==> src/rtl/pwm_multi_ramp.sv <==
// Multi-channel PWM with a shared runtime prescaler and duty updates only at period boundaries.
// Define PWM_RAMP_EN to build the per-channel linear ramp that slews active duty toward target.
module pwm_multi_ramp #(
  parameter int CH  = 3,
  parameter int RES = 1000,
  parameter int PW  = 24,
  parameter int DW  = $clog2(RES + 1)
) (
  input  logic             clk,
  input  logic             reset_n,
  input  logic [PW-1:0]    presc,
  input  logic [15:0]      ramp_div,
  input  logic [CH-1:0]    duty_we,
  input  logic [CH*DW-1:0] duty_wdata,
  output logic [CH-1:0]    pwm_out,
  output logic             period_start,
  output logic [CH*DW-1:0] duty_cur,
  output logic [CH-1:0]    at_target
);

  localparam logic [DW-1:0] RES_V  = DW'(RES);
  localparam logic [DW-1:0] STEP_L = DW'(RES - 1);

  logic [PW-1:0]          pcnt_q, pcnt_d;
  logic [DW-1:0]          step_q, step_d;
  logic [CH-1:0][DW-1:0]  target_q, target_d;
  logic [CH-1:0][DW-1:0]  active_q, active_d;
  logic [CH-1:0]          pwm_q, pwm_d;
  logic [DW-1:0]          wdata_i;
  logic                   tick;
  logic                   boundary;

  // A lowered presc below the running count must still tick at once, hence >= rather than ==.
  always_comb begin
    tick     = (pcnt_q >= presc);
    boundary = tick && (step_q == STEP_L);
    pcnt_d   = tick ? '0 : pcnt_q + PW'(1);
    step_d   = step_q;
    if (tick) begin
      step_d = (step_q == STEP_L) ? '0 : step_q + DW'(1);
    end
  end

  always_comb begin
    target_d = target_q;
    wdata_i  = '0;
    for (int i = 0; i < CH; i++) begin
      wdata_i = duty_wdata[i*DW +: DW];
      if (duty_we[i]) begin
        target_d[i] = (wdata_i > RES_V) ? RES_V : wdata_i;
      end
    end
  end

`ifdef PWM_RAMP_EN
  logic [15:0] rcnt_q, rcnt_d;
  logic        ramp_step;

  always_comb begin
    rcnt_d    = rcnt_q;
    ramp_step = 1'b0;
    if (boundary) begin
      if (rcnt_q == ramp_div) begin
        rcnt_d    = '0;
        ramp_step = 1'b1;
      end else begin
        rcnt_d = rcnt_q + 16'd1;
      end
    end
  end

  always_ff @(posedge clk or negedge reset_n) begin
    if (!reset_n) rcnt_q <= '0;
    else          rcnt_q <= rcnt_d;
  end

  // One unit per ramp step toward the registered target, so a retarget never overshoots.
  always_comb begin
    active_d = active_q;
    for (int i = 0; i < CH; i++) begin
      if (ramp_step) begin
        if (active_q[i] < target_q[i])      active_d[i] = active_q[i] + DW'(1);
        else if (active_q[i] > target_q[i]) active_d[i] = active_q[i] - DW'(1);
      end
    end
  end
`else
  logic unused_ramp_div;
  assign unused_ramp_div = ^ramp_div;

  always_comb begin
    active_d = active_q;
    if (boundary) begin
      active_d = target_q;
    end
  end
`endif

  always_comb begin
    pwm_d = '0;
    for (int i = 0; i < CH; i++) begin
      pwm_d[i] = (step_q < active_q[i]);
    end
  end

  always_ff @(posedge clk or negedge reset_n) begin
    if (!reset_n) begin
      pcnt_q   <= '0;
      step_q   <= '0;
      target_q <= '0;
      active_q <= '0;
      pwm_q    <= '0;
    end else begin
      pcnt_q   <= pcnt_d;
      step_q   <= step_d;
      target_q <= target_d;
      active_q <= active_d;
      pwm_q    <= pwm_d;
    end
  end

  always_comb begin
    at_target = '0;
    for (int i = 0; i < CH; i++) begin
      at_target[i] = (active_q[i] == target_q[i]);
    end
  end

  assign pwm_out      = pwm_q;
  assign period_start = boundary;
  assign duty_cur     = active_q;

endmodule

==> config.mk <==
export PLATFORM = sky130hd
export DESIGN_NAME = pwm_multi_ramp
export DESIGN_NICKNAME = d
export VERILOG_FILES = /design/src/rtl/pwm_multi_ramp.sv
export SDC_FILE = /design/constraint.sdc
export NUM_CORES = 1
export LEC_CHECK = 0
export ABC_AREA = 1
export ABC_CLOCK_PERIOD_IN_PS = 2400
export CAP_MARGIN = 0
export CORE_MARGIN = 1.5
export CORE_UTILIZATION = 45
export DETAILED_ROUTE_END_ITERATION = 7
export GPL_TIMING_DRIVEN = 0
export PLACE_DENSITY = 0.7
export SETUP_SLACK_MARGIN = 0.02
export SLEW_MARGIN = 0
export SYNTH_ARGS = -nofsm -noshare
export SYNTH_HDL_FRONTEND = slang
export SYNTH_SLANG_ARGS = --single-unit
==> constraint.sdc <==
create_clock -name clk -period 2.4 [get_ports clk]
set_input_delay 0.48 -clock clk [delete_from_list [all_inputs] [get_ports clk]]
set_output_delay 0.48 -clock clk [all_outputs]
set_load 0.01 [all_outputs]
After elaboration in Yosys (flattened, before gate mapping):

Index checks and enable logic that the tools add are counted.

* logic and storage cells: 28
* output and inout bits: 37
* bits of input ports: 75
* flip-flop bits (word level): 97

* $lt $le $gt $ge: 7
* add/sub/neg operators: 2
* reduce and logical (&&, ||, !) cells: 1
* multiplexer cells: 5
* equal/unequal tests: 4

Operator list (number)
* 10-bit two-way mux: 4
* 10-bit == test: 3
* 10-bit > comparator (second input constant): 3
* 10-bit < comparator: 3
* 24-bit by 1-bit adder with 24-bit output (second input constant): 1
* 24-bit >= comparator: 1
* 24-bit two-way mux: 1
* 10-bit by 1-bit adder with 10-bit output (second input constant): 1
* 10-bit == test (second input constant): 1
* 1-bit logical AND: 1

Depth between registers and ports, before layout:

* depth in word-level cells: 2
* mapped depth: 14
* mapped depth without buffers: 13

Worst setup path after synthesis:

OpenSTA, ideal clock, no wires.

* path type: input -> output
* from: input port presc[23]
* to: output port period_start
* arrival time: 1.564 ns
* buffers on the path: 0
* path slack: 0.356 ns
* stages: 8
* required time: 1.920 ns
* cell sequence: inv_1 > ha_1 > nand2_1 > nor2_2 > nand4_1 > nor2_1 > nand2_2 > a21oi_1

* cells in the longest elaborated chain, start to end: 2

Ends and longest elaborated chain
* start: declaration: RTL line 11 `input logic [PW-1:0] presc,`
* 24-bit >= comparator: RTL line 35 `tick = (pcnt_q >= presc);`
* 1-bit logical AND: RTL line 36 `boundary = tick && (step_q == STEP_L);`
* end: declaration: RTL line 16 `output logic period_start,`

Every way passes these cells.

Worst setup path after layout:

* from: input port presc[1]
* to: output port period_start

Same word-level chain as after synthesis.

==> metrics.txt <==
Die Span Y 120 µm; area grow syn2layout 28.8%; final setup margin -36.8 ps; Fillers 1210; XOR/XNOR Fraction of Synth Area 4.14%; sequential power share 42.6%; Psw 1820 µW; Tcrit/Tclk final 102%; Clock power frac 26.5%; DRC Markers 0; initial antenna violation count 0; Slew @ Worst Pin 654 ps; largest fanout on the critical path 2; r2r endpoint duty_cur[29]$_DFFE_PN0P_; RSZ-0062 raised after global routing yes; CP Capture Type output pin; clk slew on worst S/H paths 60 ps; final core utilization 59.4%; DIE WIDTH 120 µm; Gate Count Post-Synth 802; num ports 112; Fin. Hold Viols 0; layout cells sized above 1 11.7%; internal power 3370 µW; post-synthesis mux area share 1.47%; total congestion overflow 0; r2r setup slk 240 ps; CTS tree done; initial core utilization 46.1%; CP endpoint period_start; Synth Register Bits 97; fraction of registers with async set/reset 100%; final setup fails 1; Met1 Wirelength 7.25 mm; WL met3 704 µm; Req. time, crit path 1920 ps; number of CTS-inserted buffers 9; Initial DRT Pass Iterations 5; Post-synth EDFFs 0; worst slack, placed -886 ps; Worst Hold Class in2async; ant diodes 0; failing checks setup timing; Sink Count 97; Post-Synth Adder-Cell Area 10.8%; Worst EP arrival 1960 ps; crit path kind in2out; core area 13300 µm²; Compound-Gate Fraction of Synth Area 6.67%; final slew viol count 0; final hold slack 153 ps; most frequent cell after synthesis nand2_1; leak pwr 0.00383 µW; largest family of logic cells by synthesized area simple AND/OR/NAND/NOR gates; largest net degree at the start of global routing 50; # rows 42; detailed-route via count 5589; Post-Syn Nets 930; Clock Tree Root clkbuf_16; Total GRT Usage 21.8%; sequential standard cell area 2440 µm²; most frequent cells after synthesis nand2_1 (195), inv_1 (118), dfrtp_1 (97); Power Total 5180 µW; Layout Cells excl Fill 1100; full die area 14300 µm²; final wirelength 15.1 mm; Routed WL per cell 13.7 µm; Vias per Instance 5.08; Post-Syn Area 6130 µm²; Post-DRT Antenna Nets 0; multi-input logic area 3380 µm²; worst vdd ir 0.348 mV; FF-to-FF path depth 13; combinational power share 30.9%; YS warnings 0; Clock Skew 7.59 ps; simple-gate share of the synthesized area 28.4%; hold_buf cts 0; first-pass GRT wire length 25.1 mm; top layer in use met4; Top FF cell, synth dfrtp_1; number of nets in the layout 1047; area leader, netlist dfrtp_1; fin crit period 2440 ps; Initial DRC Count 306; Clock Tree Buf Depth 2; Worst slew margin 56.4%; sequential fraction of the synthesis area 39.6%; run status finished with violations; R2R Path Start pcnt_q[22]$_DFF_PN0_; Worst Setup SP presc[1]; Synth cell types 34; Avg Inst Size Synth 7.64 µm²; routability congestion estimate 0.898; Synth top area share 39.6%; Synth area leaders dfrtp_1 (40%), nand2_1 (12%), ha_1 (11%); Clk Latency, worst-skew pair 350 ps; achievable frequency 410 MHz; Placed Cells 1071; met2 WL 6.82 mm; Worst Setup Start Kind input port; switching fraction of total power 35.0%; H-tree depth 3; Buffers on Ports 92; vias in the first global route 5306; max_cap viols 0; Final HPWL DP 11.0 mm; P per Cell Area 656 nW/µm²
[worst min path at each step]
stage,depth (start not counted),to,startpoint
final,1,target_q[10]$_DFFE_PN0P_,reset_n
after global routing,1,target_q[12]$_DFFE_PN0P_,reset_n
after CTS,1,target_q[10]$_DFFE_PN0P_,reset_n
after detailed placement,2,duty_cur[21]$_DFFE_PN0P_,duty_cur[21]$_DFFE_PN0P_
after global placement,2,duty_cur[20]$_DFFE_PN0P_,target_q[20]$_DFFE_PN0P_
after floorplan,0,duty_cur[0]$_DFFE_PN0P_,reset_n
[metrics by stage]
stage | cell area (µm²) | TNS, ps
3_3_place_gp | 7270 | -289130
3_5_place_dp | 7300 | -19850
6_report | 7890 | -36.8
5_1_grt | 7890 | -144
4_1_cts | 7800 | -69.8
2_1_floorplan | 6130 | 0
[worst max-delay path: stages]
cell	delay [ps]
clkdlybuf4s50_1	460
inv_1	40
ha_1	280
inv_1	40
o21bai_1	140
a21boi_2	70
nand2_1	70
nand2_2	90
a21oi_2	130
buf_2	150
[registers in the layout, summed over array words and instances, names as in the netlist]
register and flops:
duty_cur 30, pcnt_q 24, pwm_out 3, step_q 10, target_q 30
[area by class of cell]
class / instances / area share, %
Clock inverter: 3 / 0.190
Inverter: 118 / 5.61
Tap cell: 176 / 2.79
Sequential cell: 97 / 30.9
Clock buffer: 13 / 3.30
Buffer: 19 / 1.43
Multi-Input combinational cell: 568 / 42.8
Timing Repair Buffer: 106 / 12.9
[placed cells by master, fill, tap and decap left out, types with 10 or more instances in the layout]
master	netlist	final
nand2_1	195	191
inv_1	118	105
dfrtp_1	97	87
nor2_1	87	85
nand3_1	69	69
clkdlybuf4s50_1	0	68
ha_1	53	39
o21ai_0	27	27
a21oi_1	25	24
nor3_1	22	21
xor2_1	19	19
dlygate4sd2_1	0	19
buf_4	2	16
nand4_1	14	14
ha_4	0	14
inv_2	0	13
dfrtp_2	0	10
[cells by family after synthesis]
family                   after synthesis
multiplexers                           8
buffers and inverters                137
flip-flops                            97
AND/OR/NAND/NOR                      406
XOR/XNOR                              29
AO/OA/AOI/OAI                         72
adder cells (fa/ha/maj)               53
[metal layers]
layer	vias up	GRT usage (%)
li1	2826	-
met4	0	8.11
met1	2578	31.1
met3	23	2.42
met5	-	0
met2	162	34.3
[power groups by stage]
stage / registers [µW] / logic (µW) / clock network (µW)
6_report: 2210 / 1600 / 1370
5_1_grt: 2240 / 1850 / 1460
4_1_cts: 2210 / 1550 / 1400
3_5_place_dp: 2210 / 1480 / 0
3_3_place_gp: 2210 / 1430 / 0
2_1_floorplan: 2100 / 1050 / 0
[what timing repair did]
action | in CTS | in global routing
gates resized for setup | 61 | 19
pin swaps | 31 | 14
buffers inserted | 8 | 5
setup endpoints to repair | 6 | 60
Note: power is estimated with default switching activity, not from simulation.
